**src/rtl/dibit_frame_sync.sv**
```systemverilog
// Dibit-stream frame synchroniser: hunts for the sync word, confirms it with a
// flywheel, packs payload dibits into bytes and queues them in a 2-entry buffer.
module dibit_frame_sync #(
    parameter int                  SYNC_LEN    = 16,
    parameter logic [SYNC_LEN-1:0] SYNC_WORD   = 16'hF628,
    parameter int                  FRAME_BYTES = 4,
    parameter int                  MAX_ERR     = 0,
    parameter int                  VERIFY_CNT  = 2,
    parameter int                  MISS_MAX    = 2
) (
    input  logic       clk,
    input  logic       rst,
    input  logic [1:0] dibit_in,
    input  logic       dibit_valid,
    output logic [7:0] byte_out,
    output logic       byte_valid,
    input  logic       byte_ready,
    output logic       locked,
    output logic       sync_pulse,
    output logic       overflow
);

    localparam int PAY_DIBITS = FRAME_BYTES * 4;
    localparam int CHK_DIBITS = SYNC_LEN / 2;
    localparam int CNT_W      = 10;
    localparam int HIT_W      = 8;

    typedef enum logic [1:0] {ST_SEARCH, ST_PAYLOAD, ST_CHECK} state_t;

    state_t              state_q, state_d;
    logic [SYNC_LEN-1:0] sr_q, sr_d;
    logic [5:0]          acc_q, acc_d;
    logic [CNT_W-1:0]    cnt_q, cnt_d;
    logic [HIT_W-1:0]    hits_q, hits_d;
    logic [HIT_W-1:0]    misses_q, misses_d;
    logic                locked_q, locked_d;
    logic                sync_pulse_q, sync_pulse_d;
    logic                overflow_q, overflow_d;
    logic [7:0]          fifo_q [2];
    logic [7:0]          fifo_d [2];
    logic                rd_ptr_q, rd_ptr_d;
    logic                wr_ptr_q, wr_ptr_d;
    logic [1:0]          count_q, count_d;

    logic [SYNC_LEN-1:0] next_sr;
    logic [7:0]          byte_new;
    logic                sr_match, last_payload, last_check, miss_exit;
    logic [HIT_W-1:0]    hits_inc, misses_inc;
    logic                push, pop, accept;

    function automatic int popcount(input logic [SYNC_LEN-1:0] v);
        int n;
        n = 0;
        for (int i = 0; i < SYNC_LEN; i++) n += int'(v[i]);
        return n;
    endfunction

    assign next_sr      = {sr_q[SYNC_LEN-3:0], dibit_in};
    assign byte_new     = {acc_q, dibit_in};
    assign sr_match     = popcount(next_sr ^ SYNC_WORD) <= MAX_ERR;
    assign last_payload = (cnt_q == CNT_W'(PAY_DIBITS - 1));
    assign last_check   = (cnt_q == CNT_W'(CHK_DIBITS - 1));
    assign hits_inc     = (hits_q >= HIT_W'(VERIFY_CNT)) ? hits_q : hits_q + HIT_W'(1);
    assign misses_inc   = misses_q + HIT_W'(1);
    assign miss_exit    = (misses_inc >= HIT_W'(MISS_MAX));

    // State register (all flops, async reset)
    always_ff @(posedge clk or posedge rst) begin
        if (rst) begin
            state_q      <= ST_SEARCH;
            sr_q         <= '0;
            acc_q        <= '0;
            cnt_q        <= '0;
            hits_q       <= '0;
            misses_q     <= '0;
            locked_q     <= 1'b0;
            sync_pulse_q <= 1'b0;
            overflow_q   <= 1'b0;
            rd_ptr_q     <= 1'b0;
            wr_ptr_q     <= 1'b0;
            count_q      <= '0;
        end else begin
            state_q      <= state_d;
            sr_q         <= sr_d;
            acc_q        <= acc_d;
            cnt_q        <= cnt_d;
            hits_q       <= hits_d;
            misses_q     <= misses_d;
            locked_q     <= locked_d;
            sync_pulse_q <= sync_pulse_d;
            overflow_q   <= overflow_d;
            rd_ptr_q     <= rd_ptr_d;
            wr_ptr_q     <= wr_ptr_d;
            count_q      <= count_d;
        end
    end

    generate
        for (genvar gi = 0; gi < 2; gi++) begin : g_fifo
            always_ff @(posedge clk or posedge rst) begin
                if (rst) fifo_q[gi] <= '0;
                else     fifo_q[gi] <= fifo_d[gi];
            end
        end
    endgenerate

    // Next-state logic
    always_comb begin
        state_d = state_q;
        if (dibit_valid) begin
            case (state_q)
                ST_SEARCH:  if (sr_match) state_d = ST_PAYLOAD;
                ST_PAYLOAD: if (last_payload) state_d = ST_CHECK;
                ST_CHECK: begin
                    if (last_check) begin
                        if (sr_match)                 state_d = ST_PAYLOAD;
                        else if (!locked_q || miss_exit) state_d = ST_SEARCH;
                        else                          state_d = ST_PAYLOAD;
                    end
                end
                default:    state_d = ST_SEARCH;
            endcase
        end
    end

    // Counters, lock tracking and byte assembly
    always_comb begin
        sr_d         = sr_q;
        acc_d        = acc_q;
        cnt_d        = cnt_q;
        hits_d       = hits_q;
        misses_d     = misses_q;
        locked_d     = locked_q;
        sync_pulse_d = 1'b0;
        push         = 1'b0;
        if (dibit_valid) begin
            sr_d  = next_sr;
            acc_d = byte_new[5:0];
            case (state_q)
                ST_SEARCH: begin
                    if (sr_match) begin
                        sync_pulse_d = 1'b1;
                        cnt_d        = '0;
                        hits_d       = HIT_W'(1);
                        misses_d     = '0;
                        locked_d     = (VERIFY_CNT == 1);
                    end
                end
                ST_PAYLOAD: begin
                    push  = locked_q && (cnt_q[1:0] == 2'd3);
                    cnt_d = last_payload ? '0 : cnt_q + CNT_W'(1);
                end
                ST_CHECK: begin
                    cnt_d = cnt_q + CNT_W'(1);
                    if (last_check) begin
                        cnt_d = '0;
                        if (sr_match) begin
                            sync_pulse_d = 1'b1;
                            misses_d     = '0;
                            hits_d       = hits_inc;
                            if (hits_inc >= HIT_W'(VERIFY_CNT)) locked_d = 1'b1;
                        end else if (!locked_q) begin
                            hits_d = '0;
                        end else begin
                            // Flywheel: tolerate a few bad syncs before dropping lock
                            misses_d = misses_inc;
                            if (miss_exit) begin
                                locked_d = 1'b0;
                                hits_d   = '0;
                            end
                        end
                    end
                end
                default: ;
            endcase
        end
    end

    // Output buffer: a pop frees a slot for a same-cycle push
    always_comb begin
        fifo_d     = fifo_q;
        pop        = (count_q != 2'd0) && byte_ready;
        accept     = push && ((count_q != 2'd2) || pop);
        overflow_d = overflow_q | (push & ~accept);
        if (accept) fifo_d[wr_ptr_q] = byte_new;
        wr_ptr_d   = wr_ptr_q ^ accept;
        rd_ptr_d   = rd_ptr_q ^ pop;
        count_d    = count_q + {1'b0, accept} - {1'b0, pop};
    end

    assign byte_out   = fifo_q[rd_ptr_q];
    assign byte_valid = (count_q != 2'd0);
    assign locked     = locked_q;
    assign sync_pulse = sync_pulse_q;
    assign overflow   = overflow_q;

endmodule

```
**config.mk**
```make
export PLATFORM = sky130hd
export DESIGN_NAME = dibit_frame_sync
export DESIGN_NICKNAME = d
export VERILOG_FILES = /design/src/rtl/dibit_frame_sync.sv
export SDC_FILE = /design/constraint.sdc
export NUM_CORES = 1
export LEC_CHECK = 0
export ABC_AREA = 0
export BUFFER_PORTS_ARGS = -buffer_cell sky130_fd_sc_hd__buf_2
export CAP_MARGIN = 30
export CORE_AREA = 2 2 114 83
export DETAILED_ROUTE_END_ITERATION = 12
export DIE_AREA = 0 0 116 85
export GPL_ROUTABILITY_DRIVEN = 0
export HOLD_SLACK_MARGIN = 0.02
export PLACE_DENSITY = 0.68
export SLEW_MARGIN = 15
export SYNTH_ARGS = -nofsm -noshare
export SYNTH_HDL_FRONTEND = slang
export SYNTH_SLANG_ARGS = --single-unit
```
**constraint.sdc**
```tcl
create_clock -name clk -period 13.7 [get_ports clk]
set_clock_uncertainty 0.05 [all_clocks]
set_input_delay 1.37 -clock clk [delete_from_list [all_inputs] [get_ports clk]]
set_output_delay 1.37 -clock clk [all_outputs]
set_load 0.01 [all_outputs]
```
### Word-level counts from Yosys, hierarchy flattened

Cells that the tools add are included.

* register bits: 71
* latch bits: 0
* RAM bits: 0
* ROM bits: 0
* input port bits: 6
* output and inout port bits: 12
* word-level logic and storage cells: 118
* memories kept: 0

* add/subtract/negate cells: 20
* $mul: 0
* div/mod/pow operators: 0
* magnitude comparators: 7
* equality and inequality tests: 12
* shift operators: 0
* multiplexer cells: 41
* bitwise logic cells: 8
* reductions and logical operators: 16

Operators by type and width (count)
* two-way mux 8 bit: 14
* one-hot mux 8 bit (2 select lines): 2
* two-way mux 10 bit: 3
* one-hot mux 10 bit (3 select lines): 1
* greater-or-equal comparator 8 x 2 -> 1 bit (second input constant): 3
* adder 15 x 1 -> 16 bit: 1
* adder 8 x 1 -> 8 bit (second input constant): 2
* bitwise mux 16 bit: 1
* <= comparator 16 x 1 -> 1 bit (second input constant): 1
* adder 14 x 1 -> 15 bit: 1
* AND reduction 5 bit: 3
* adder 13 x 1 -> 14 bit: 1
* adder 12 x 1 -> 13 bit: 1
* two-way mux 1 bit: 13
* adder 11 x 1 -> 12 bit: 1
* adder 10 x 1 -> 11 bit: 1
* adder 10 x 1 -> 10 bit (second input constant): 1
* adder 9 x 1 -> 10 bit: 1
* equality test 10 x 3 -> 1 bit (second input constant): 1
* equality test 10 x 4 -> 1 bit (second input constant): 1
* adder 8 x 1 -> 9 bit: 1
* adder 7 x 1 -> 8 bit: 1
* demux 8 bit (select 1 bit): 1
* inequality test 2 bit (second input constant): 4
* 31 further kinds: 44

### Logic depth before layout (Yosys ltp)

* depth after elaboration: 20
* depth in mapped cells: 17
* gate-level depth less buffers: 15

### Worst setup path after synthesis

No wires, ideal clock.

* kind: input-to-reg
* start: input dibit_in[0]
* end: register cnt_q[7]
* setup time: 0.124 ns
* arrival time: 5.665 ns
* required time: 13.526 ns
* path slack: 7.861 ns
* stages: 15
* buffers on the path: 1
* cells stage by stage: fa_1 -> inv_1 -> fa_1 -> fa_1 -> fa_1 -> inv_1 -> ha_1 -> fa_1 -> or4_4 -> a21o_1 -> or3_1 -> buf_2 -> nor4_1 -> xnor2_1 -> nor2_1

* word-level cells in the longest chain between the ends: 18

RTL lines
* start: declaration: line 13 `input logic [1:0] dibit_in,`
* adder 1 x 1 -> 2 bit: line 54 `for (int i = 0; i < SYNC_LEN; i++) n += int'(v[i]);`
* adder 2 x 1 -> 3 bit: line 54
* adder 3 x 1 -> 4 bit: line 54
* adder 4 x 1 -> 5 bit: line 54
* adder 5 x 1 -> 6 bit: line 54
* adder 6 x 1 -> 7 bit: line 54
* adder 7 x 1 -> 8 bit: line 54
* adder 8 x 1 -> 9 bit: line 54
* [... 2 more ...]
* adder 11 x 1 -> 12 bit: line 54
* adder 12 x 1 -> 13 bit: line 54
* adder 13 x 1 -> 14 bit: line 54
* adder 14 x 1 -> 15 bit: line 54
* adder 15 x 1 -> 16 bit: line 54
* <= comparator 16 x 1 -> 1 bit: line 60 `assign sr_match = popcount(next_sr ^ SYNC_WORD) <= MAX_ERR;`
* inequality test 2 bit (no source line)
* AND reduction 3 bit (no source line)
* end signal: assignment: line 86 `cnt_q <= cnt_d;`
* end: declaration: line 33 `logic [CNT_W-1:0] cnt_q, cnt_d;`

Every way passes these cells.
A chain may end at the register's enable or synchronous reset.

### Final worst setup path

* start: input dibit_in[0]
* end: register cnt_q[8]

Same word-level chain as after synthesis.

==> flow_summary_export.csv <==
group,metric,value,unit
timing,worst_slew_pin_slew,806.6,ps
clocking,clk_latency,330,ps
cells_and_area,drive_gt1_frac,0.1880,
logic_synthesis,syn_nets,380,
global_routing,grt_max_degree,66,
placement,place_area,0.003770,sq mm
clocking,cts_hold_buf,0,
power_and_ir_drop,pwr-share-seq,0.321,
timing,setup_ws,7737,ps
clocking,cts_buffer_depth,2,
cells_and_area,multi_input_area,0.001760,sq mm
power_and_ir_drop,p_int,0.5060,mW
power_and_ir_drop,total_power,0.8226,mW
logic_synthesis,seq_area_frac_synth,0.4552,
timing,hold_viol_final,0,
logic_synthesis,yosysWarnings,0,
power_and_ir_drop,p_leak,1.953,nW
floorplanning,coreArea,0.008781,sq mm
floorplanning,fp.dieArea,0.009860,sq mm
logic_synthesis,synth-edff-count,0,
clocking,clock-root-buffer,"clkbuf_16",
clocking,post_cts_buffers,0,
routing,drc,0,
logic_synthesis,synth_ff_type,"dfrtp_1",
placement,io_buffer_count,17,
floorplanning,die_h,85,microns
placement,pre_cts_ws,7372,ps
timing,rsz0062_at_grt,"no",
logic_synthesis,synth-seq-cells,65,
global_routing,grt_usage,0.1504,
logic_synthesis,syn_area,0.003573,sq mm
logic_synthesis,synthArstFlopShare,1.000,
routing,vias,2518,
clocking,cts_buffers,9,
cells_and_area,layout.nets,396,
timing,setup_violations,0,
timing,period_share,0.4353,
timing,max_freq,0.1677,GHz
cells_and_area,design_area,0.004076,sq mm
timing,timing.setup.tns,0,ps
worst_hold_path,min-delay-path-class,"flip-flop to flip-flop",
cells_and_area,fillCellCount,813,
logic_synthesis,synth_cell_types,45,
power_and_ir_drop,combPwrFrac,0.400,
floorplanning,start_util,0.4070,
global_routing,antenna_found_initial,0,
logic_synthesis,synth.top_cells.by_count,"dfrtp_1, inv_1, mux2_2",
timing,min_period,5963,ps
logic_synthesis,yosys.area.top_type_share,0.4552,
power_and_ir_drop,power_per_cell_area,201.8,mW/mm^2
worst_setup_path,critPathKind,"primary input to flip-flop",
flow_run,cap_violations,0,
cells_and_area,diodes,0,
cells_and_area,area_growth,14.08,%
clocking,clkSlewWorstSetupHoldPaths,50,ps
power_and_ir_drop,p_sw,0.3166,mW
worst_setup_path,cp.required,13880,ps
status,status,"finished clean",
routing,drtIter0Drc,115,
power_and_ir_drop,p_sw_frac,0.3849,
clocking,cts.sinks,65,
power_and_ir_drop,p_clk_frac,0.279,
global_routing,grt_pass1_vias,2507,
floorplanning,die_width,116,microns
logic_synthesis,synth.area.top_cells,"dfrtp_1, mux2_2, ha_1",
logic_synthesis,synth_most_common_cell,"dfrtp_1",
cells_and_area,fin_util,0.4642,
worst_setup_path,worstPathMaxFanout,15,
floorplanning,rows,29,
power_and_ir_drop,ir_drop,0.09184,mV
cells_and_area,regArea,0.001627,sq mm
floorplanning,io_pins,18,
worst_setup_path,startpoint_type,"primary input",
placement,dp_hpwl,4837,microns
routing,wirelength,6732,microns
timing,maxSlewHeadroom,0.4623,
routing,first_pass_iters,4,
clocking,htreeDepth,3,
routing,wl_per_cell,13.71,microns
routing,ant_nets,0,
logic_synthesis,yosysTopAreaCell,"dfrtp_1",
clocking,cts_tree,"yes",
timing,finalMaxSlewViolations,0,
global_routing,grt_pass1_wl,11530,microns
global_routing,grt_overflow,0,
logic_synthesis,netlist_instances,346,
clocking,cts.repair.resized,0,
worst_setup_path,cp.arrival,6140,ps
routing,vias_per_cell,5.128,
worst_setup_path,crit_path_end_kind,"flip-flop",
logic_synthesis,synth_area_per_cell,10.33,sq um
==> per-layer routing <==
layer	part of all wire	vias up	wire [microns]	GRT usage
li1	-	1228	-	-
met1	0.50	1226	3373	0.2016
met2	0.44	54	2958	0.2238
met3	0.045	10	304	0.05143
met4	0.014	0	97	0.06169
met5	0	-	0	0
==> per-stage QoR <==
stage	hold slack, ps	std cells
final	441.3	491
after global routing	466.6	491
after CTS	448.6	491
after detailed placement	429.6	475
after global placement	412.9	475
after floorplan	399.8	346
==> cells in the final DEF, fill, tap and decap left out, types with 2 or more instances in the layout <==
| cell type | netlist | final |
|---|---|---|
| buf_2 | 2 | 17 |
| inv_1 | 36 | 35 |
| xnor2_1 | 5 | 5 |
| nand2_1 | 26 | 26 |
| nor4_1 | 4 | 4 |
| and4_1 | 2 | 2 |
| nand2b_1 | 4 | 4 |
| nand3_1 | 10 | 10 |
| nor2_1 | 18 | 18 |
| nor2b_1 | 11 | 11 |
| a21oi_1 | 10 | 10 |
| a211oi_1 | 3 | 3 |
| nand4b_1 | 2 | 2 |
| nor3_1 | 3 | 3 |
| o21ai_0 | 27 | 27 |
| mux2_2 | 30 | 30 |
| o41ai_1 | 2 | 2 |
| a21o_1 | 2 | 2 |
| or2_2 | 3 | 3 |
| xor2_1 | 2 | 2 |
| and2_1 | 3 | 3 |
| o21ai_1 | 2 | 2 |
| or4_1 | 2 | 2 |
| ha_1 | 18 | 18 |
| dfrtp_1 | 65 | 65 |
| clkinvlp_4 | 0 | 2 |
| o31ai_1 | 8 | 8 |
| clkbuf_16 | 0 | 9 |
| nand4_1 | 2 | 2 |
| clkinv_4 | 0 | 2 |
| fa_1 | 10 | 10 |
| a211o_1 | 3 | 3 |
| and3_1 | 4 | 4 |
| or3_1 | 4 | 4 |
==> kinds of logic after synthesis <==
family                   Yosys count  synth area share
multiplexers                      31           0.09734
buffers and inverters             49           0.05217
XOR/XNOR                           7           0.01716
AND/OR/NAND/NOR                  101            0.1478
adder cells (fa/ha/maj)           28            0.1190
AO/OA/AOI/OAI                     65            0.1114
flip-flops                        65            0.4552
==> final cells by class <==
cell class,instances,area share
multi-input combinational,232,0.4319
sequential,65,0.3990
clock buffer,10,0.05862
tap,124,0.03806
inverter,36,0.03315
timing repair buffer,18,0.02271
clock inverter,6,0.01657
==> sequential cells by signal (all words and copies together), names as in the netlist <==
register,count
cnt_q,10
count_q,2
fifo_q,16
hits_q,8
locked,1
misses_q,8
overflow,1
rd_ptr_q,1
sr_q,14
state_q,2
sync_pulse,1
wr_ptr_q,1
==> final timing paths <==
path                       slack [ps]                start                    end  depth (start not counted)
setup / recovery                 7740          dibit_in[0]   cnt_q[8]$_DFFE_PP0P_                         14
hold / removal                    440  sr_q[8]$_DFFE_PP0P_   sr_q[10]$_DFFE_PP0P_                          2
setup reg to reg                 8500  sr_q[2]$_DFFE_PP0P_   cnt_q[8]$_DFFE_PP0P_                         13
hold reg to reg                   440  sr_q[8]$_DFFE_PP0P_   sr_q[10]$_DFFE_PP0P_                          2
max in group asynchronous       11850                  rst  hits_q[3]$_DFFE_PP0P_                          3
min in group asynchronous        1220                  rst   count_q[0]$_DFF_PP0_                          3
==> worst max-delay path: stages <==
cell and delay, ps:
buf_2 130, fa_1 540, inv_1 60, fa_1 530, fa_1 440, fa_1 490
inv_1 40, ha_1 190, fa_1 440, or4_4 510, a21o_1 230, or3_1 510
or2_2 400, o31ai_1 260
==> power by group through the flow <==
stage	Sequential, mW	Clock, mW	Combinational [mW]
finish	0.264	0.229	0.329
global route	0.269	0.244	0.382
CTS	0.264	0.235	0.333
detailed placement	0.267	0	0.330
global placement	0.265	0	0.315
floorplan	0.253	0	0.269
No activity file was read; power rests on OpenSTA's default activity.
